<file path="src/rtl/alu_uart_interface_if.sv">
// Handshake/bus bundle between the UART byte stream, the ALU and alu_uart_interface.
// slave = the interface block itself, master = its environment (UART + ALU).
interface alu_uart_interface_if #(
  parameter int unsigned DATA_W = 8,
  parameter int unsigned OP_W   = 6
);
  logic [DATA_W-1:0] rx_data;
  logic              rx_done;
  logic              tx_done;
  logic [DATA_W-1:0] alu_result;
  logic [DATA_W-1:0] alu_a;
  logic [DATA_W-1:0] alu_b;
  logic [OP_W-1:0]   alu_op;
  logic [DATA_W-1:0] tx_data;
  logic              tx_start;

  modport slave (
    input  rx_data, rx_done, tx_done, alu_result,
    output alu_a, alu_b, alu_op, tx_data, tx_start
  );

  modport master (
    output rx_data, rx_done, tx_done, alu_result,
    input  alu_a, alu_b, alu_op, tx_data, tx_start
  );
endinterface

</file>
<file path="src/rtl/alu_uart_interface.sv">
// Collects A, B, opcode bytes from the UART receiver, drives the ALU, and sends the result back.
// Optional partial-frame timeout enabled by defining ALU_IF_TIMEOUT_EN.
module alu_uart_interface #(
  parameter int unsigned DATA_W = 8,
  parameter int unsigned OP_W   = 6
`ifdef ALU_IF_TIMEOUT_EN
  ,
  parameter int unsigned TIMEOUT_CYCLES = 50000000
`endif
) (
  input logic                  clk,
  input logic                  reset,
  alu_uart_interface_if.slave  bus
);

  typedef enum logic [2:0] {GET_A, GET_B, GET_OP, CALC, WAIT_TX} state_e;

  state_e            state_q;
  logic [DATA_W-1:0] a_q;
  logic [DATA_W-1:0] b_q;
  logic [OP_W-1:0]   op_q;
  logic [DATA_W-1:0] tx_data_q;
  logic              tx_start_q;
  logic              expired;

`ifdef ALU_IF_TIMEOUT_EN
  localparam int unsigned CNT_W = (TIMEOUT_CYCLES > 1) ? $clog2(TIMEOUT_CYCLES) : 1;
  logic [CNT_W-1:0] cnt_q;
  assign expired = (cnt_q == CNT_W'(TIMEOUT_CYCLES - 1));
`else
  assign expired = 1'b0;
`endif

  always_ff @(posedge clk) begin
    if (reset) begin
      state_q    <= GET_A;
      a_q        <= '0;
      b_q        <= '0;
      op_q       <= '0;
      tx_data_q  <= '0;
      tx_start_q <= 1'b0;
`ifdef ALU_IF_TIMEOUT_EN
      cnt_q      <= '0;
`endif
    end else begin
      tx_start_q <= 1'b0;
      case (state_q)
        GET_A: begin
          if (bus.rx_done) begin
            a_q     <= bus.rx_data;
            state_q <= GET_B;
          end
        end
        GET_B: begin
          if (bus.rx_done) begin
            b_q     <= bus.rx_data;
            state_q <= GET_OP;
          end else if (expired) begin
            state_q <= GET_A;
          end
        end
        GET_OP: begin
          if (bus.rx_done) begin
            op_q    <= bus.rx_data[OP_W-1:0];
            state_q <= CALC;
          end else if (expired) begin
            state_q <= GET_A;
          end
        end
        // One cycle for the ALU to settle on the freshly registered operands.
        CALC: begin
          tx_data_q  <= bus.alu_result;
          tx_start_q <= 1'b1;
          state_q    <= WAIT_TX;
        end
        WAIT_TX: begin
          if (bus.tx_done) begin
            state_q <= GET_A;
          end
        end
        default: state_q <= GET_A;
      endcase
`ifdef ALU_IF_TIMEOUT_EN
      // Counts idle cycles inside a partial frame; any byte or frame restart clears it.
      if ((state_q == GET_B || state_q == GET_OP) && !bus.rx_done && !expired) begin
        cnt_q <= cnt_q + 1'b1;
      end else begin
        cnt_q <= '0;
      end
`endif
    end
  end

  assign bus.alu_a    = a_q;
  assign bus.alu_b    = b_q;
  assign bus.alu_op   = op_q;
  assign bus.tx_data  = tx_data_q;
  assign bus.tx_start = tx_start_q;

endmodule

</file>
<file path="src/flat_wrapper.sv">
// flat-port wrapper written by rule: the top's interface ports become plain ports
module alu_uart_interface_flat 
#(
  parameter int unsigned DATA_W = 8,
  parameter int unsigned OP_W   = 6

)
  (clk, reset, bus_rx_data, bus_rx_done, bus_tx_done, bus_alu_result, bus_alu_a, bus_alu_b, bus_alu_op, bus_tx_data, bus_tx_start);
  alu_uart_interface_if #(.DATA_W(DATA_W), .OP_W(OP_W)) bus_i ();
  input logic clk;
  input logic reset;
  input wire logic [$bits(bus_i.rx_data)-1:0] bus_rx_data;
  input wire logic [$bits(bus_i.rx_done)-1:0] bus_rx_done;
  input wire logic [$bits(bus_i.tx_done)-1:0] bus_tx_done;
  input wire logic [$bits(bus_i.alu_result)-1:0] bus_alu_result;
  output wire logic [$bits(bus_i.alu_a)-1:0] bus_alu_a;
  output wire logic [$bits(bus_i.alu_b)-1:0] bus_alu_b;
  output wire logic [$bits(bus_i.alu_op)-1:0] bus_alu_op;
  output wire logic [$bits(bus_i.tx_data)-1:0] bus_tx_data;
  output wire logic [$bits(bus_i.tx_start)-1:0] bus_tx_start;
  assign bus_i.rx_data = bus_rx_data;
  assign bus_i.rx_done = bus_rx_done;
  assign bus_i.tx_done = bus_tx_done;
  assign bus_i.alu_result = bus_alu_result;
  assign bus_alu_a = bus_i.alu_a;
  assign bus_alu_b = bus_i.alu_b;
  assign bus_alu_op = bus_i.alu_op;
  assign bus_tx_data = bus_i.tx_data;
  assign bus_tx_start = bus_i.tx_start;
  alu_uart_interface #(.DATA_W(DATA_W), .OP_W(OP_W)) u_core (.clk(clk), .reset(reset), .bus(bus_i));
endmodule
</file>
<file path="config.mk">
export PLATFORM = sky130hd
export DESIGN_NAME = alu_uart_interface_flat
export DESIGN_NICKNAME = d
export VERILOG_FILES = /design/src/rtl/alu_uart_interface_if.sv /design/src/rtl/alu_uart_interface.sv /design/src/flat_wrapper.sv
export SDC_FILE = /design/constraint.sdc
export NUM_CORES = 1
export LEC_CHECK = 0
export ABC_AREA = 1
export CORE_MARGIN = 1.5
export CORE_UTILIZATION = 39
export CTS_BUF_LIST = sky130_fd_sc_hd__clkbuf_8
export CTS_CLUSTER_SIZE = 20
export DETAILED_ROUTE_END_ITERATION = 10
export MAX_ROUTING_LAYER = met4
export PLACE_DENSITY = 0.78
export SLEW_MARGIN = 20
export SYNTH_ARGS = -nofsm -noshare
export SYNTH_HDL_FRONTEND = slang
export SYNTH_SLANG_ARGS = --single-unit
</file>
<file path="constraint.sdc">
create_clock -name clk -period 1.3 [get_ports clk]
set_clock_uncertainty 0.2 [all_clocks]
set_input_delay 0.26 -clock clk [delete_from_list [all_inputs] [get_ports clk]]
set_output_delay 0.26 -clock clk [all_outputs]
set_load 0.05 [all_outputs]
</file>
==> impl_metrics.json, run 1 <==
{
  "rsz0062_at_grt": "yes",
  "path_cells": "buf_12",
  "yosysWarnings": 0,
  "outcome": "complete, no violations",
  "dieArea_mm2": 0.00351,
  "cp_max_fo": 2,
  "dp_slack_ns": -0.416,
  "grt_pass1_wl_mm": 5.11,
  "setup_violations": 0,
  "gp_congestion": 0.849,
  "diodes": 0,
  "min_path_type": "reg2reg",
  "first_pass_iters": 4,
  "grt_pass1_vias": 1209,
  "syn_avg_cell_area_um2": 7.86,
  "yosysSeqAreaShare_pct": 55.2,
  "clockBufferDepth": 2,
  "worstHoldEndpoint": "u_core.bus.alu_op[3]",
  "endpoint_kind": "output pin",
  "postCtsHoldBufs": 0,
  "die_w_um": 59.2,
  "worstHoldStart": "u_core.bus.alu_op[3]",
  "cts_tree": "yes",
  "crit_slowest_cell": "dfxtp_1",
  "clock_latency_ns": 0.28,
  "relSlewSlack_pct": 83.2,
  "post-dp-hpwl_mm": 2.25,
  "power_uw": 2650,
  "slew_viol_final": 0,
  "syn-num-nets": 177,
  "setup_ws_ns": 0.0190,
  "die_y_um": 59.2,
  "synthCells": 157,
  "ff2ff_path_depth": 5,
  "fp.coreArea_mm2": 0.00303,
  "min_period_over_period_pct": 98.5,
  "wl_mm": 3.28,
  "worst_pin_slew_ns": 0.253,
  "vias_per_cell": 4.69,
  "synth_area_mm2": 0.00123,
  "via_count": 1238,
  "pwr_density_cell_mw_per_mm2": 1140,
  "critical_path.top_delay_family": "flip-flops",
  "startpoint": "u_core.bus.alu_op[4]",
  "ys_seq_elements": 34,
  "num-nets-final": 239,
  "worstReg2RegEnd": "u_core.bus.tx_data[5]",
  "rr_startpoint": "u_core.state_q[2]",
  "worst_path_largest_cell_delay_ns": 0.38,
  "core.rowCount": 20,
  "io_pins": 51,
  "numCtsBuffers": 5,
  "area_growth_pct": 87.8,
  "hold_slack_ns": 0.277,
  "synth_cell_types": 17,
  "grt_overflow_total": 0,
  "leakagePower_uw": 0.000941,
  "dpl.cell_count": 253,
  "cp-start-kind": "flop",
  "grt_usage_pct": 20.5,
  "drt-initial-drc-count": 32,
  "final_hold_viol_count": 0,
  "wire_per_inst_um": 12.4,
  "path_class": "reg2out",
  "htreeDepth": 2,
  "grt_max_degree": 32,
  "peakVddDrop_uv": 852,
  "fin_cells": 264,
  "cp.required_ns": 0.84,
  "maxCapViolCount": 0,
  "initial_core_util_pct": 40.7,
  "antenna_found_initial": 0,
  "cp_num_buf_inv": 1,
  "n_fill_cell": 186,
  "drive_above_1_share_pct": 34.5,
  "port_buffers": 50,
  "min_period_ns": 1.28,
  "fin_util_pct": 76.5,
  "cp_data_arrival_time_ns": 0.82,
  "fmax_ghz": 0.781,
  "clockRootBuffer": "clkbuf_8",
  "hold_depth": 2,
  "clk_pin_slew_ns": 0.07,
  "cts.sinks": 34,
  "antenna_left": 0,
  "r2r_slack_ns": 0.04,
  "drcViolationCount": 0
}
==> where the power goes <==
part	total [uW]	internal [uW]	switching, uW	leakage [uW]
logic	685	333	352	0.000605
registers	1180	1110	69.8	0.000284
clock network	788	419	369	0.0000524
total	2650	1860	791	0.000941
==> tightest hold or removal path, stage by stage (launching register included) <==
cell and delay, ns:
dfxtp_2 0.34, inv_1 0.05, a21oi_1 0.05
==> worst max-delay path by stage <==
| stage | endpoint | slack, ns | cells past startpoint |
|---|---|---|---|
| after CTS | u_core.bus.alu_op[0] | -0.04 | 4 |
| after global placement | u_core.bus.alu_b[4] | -0.38 | 6 |
| after detailed placement | u_core.bus.alu_b[1] | -0.42 | 6 |
| after floorplan | u_core.bus.alu_op[2] | 0.08 | 5 |
| final | bus_alu_op[4] | 0.02 | 1 |
| after global routing | u_core.bus.alu_b[2] | -0.03 | 6 |
==> synth_stat cells (all sizes together) <==
cell type	count	area share, %
nor2	52	17
dfxtp	34	55
o21ai	31	13
inv	12	3.7
a21oi	10	4.1
nand3	7	4.1
nand2	4	1.2
clkbuf	3	0.91
buf	2	1.0
clkinv	2	0.71
==> cells in the final DEF, fill, tap and decap left out <==
cell / instances
o21ai_2: 1
inv_1: 10
o21ai_0: 17
nand2_1: 4
nor2_4: 2
inv_2: 2
buf_6: 1
nor2_2: 1
dlygate4sd2_1: 1
inv_4: 1
clkdlybuf4s50_1: 18
clkbuf_8: 6
nand3_4: 3
clkinv_2: 3
nor2_1: 49
o21ai_1: 13
buf_12: 32
dfxtp_4: 1
a21oi_1: 10
dfxtp_2: 15
nand3_1: 4
buf_4: 8
dfxtp_1: 18
==> routing by layer <==
metal / track usage [%] / share of wire, %
met5: - / 0
met3: 6.55 / 3.6
met4: 6.82 / 2.1
met1: 22.6 / 41
met2: 34.5 / 53
==> metrics by stage <==
stage / area (um2) / TNS [ns]
after detailed placement: 2140 / -8.76
after global placement: 2140 / -8.35
final: 2320 / 0
after CTS: 2260 / -0.220
after global routing: 2320 / -0.275
after floorplan: 1230 / 0
==> final cells by class <==
class	count	area, um2	share of cell area (%)
repair buffers	60	901	38.9
multi-input cells	104	509	22.0
inverters	14	57.6	2.48
flip-flops and latches	34	703	30.3
clock inverters	2	8.76	0.378
clock buffers	6	82.6	3.56
well taps	44	55.1	2.38
==> registers in the layout, summed over array words and instances (netlist names) <==
signal	flops
u_core.bus.alu_a	8
u_core.bus.alu_b	8
u_core.bus.tx_data	8
u_core.bus.alu_op	6
u_core.state_q	3
u_core.bus.tx_start	1
==> cells by family after synthesis <==
group | share of synthesized area [%]
buffers and inverters | 6.29
AO/OA/AOI/OAI | 16.6
AND/OR/NAND/NOR | 21.9
flip-flops | 55.2
==> repair_timing <==
| item | CTS | global route |
|---|---|---|
| setup endpoints to repair | 27 | 46 |
| setup buffers | 3 | 0 |
| pin swaps | 1 | 1 |
| gates resized for setup | 4 | 33 |
(Power assumes the default switching activity.)
==> run 2, diff against run 1 <==
--- a/config.mk
+++ b/config.mk
@@ -11,6 +11,7 @@
 export CTS_BUF_LIST = sky130_fd_sc_hd__clkbuf_8
 export CTS_CLUSTER_SIZE = 20
 export DETAILED_ROUTE_END_ITERATION = 10
+export HOLD_SLACK_MARGIN = 0.06
 export MAX_ROUTING_LAYER = met4
 export PLACE_DENSITY = 0.78
 export SLEW_MARGIN = 20
==> results of run 2 <==
The final DEF is identical to that of run 1; final timing and power are the same.
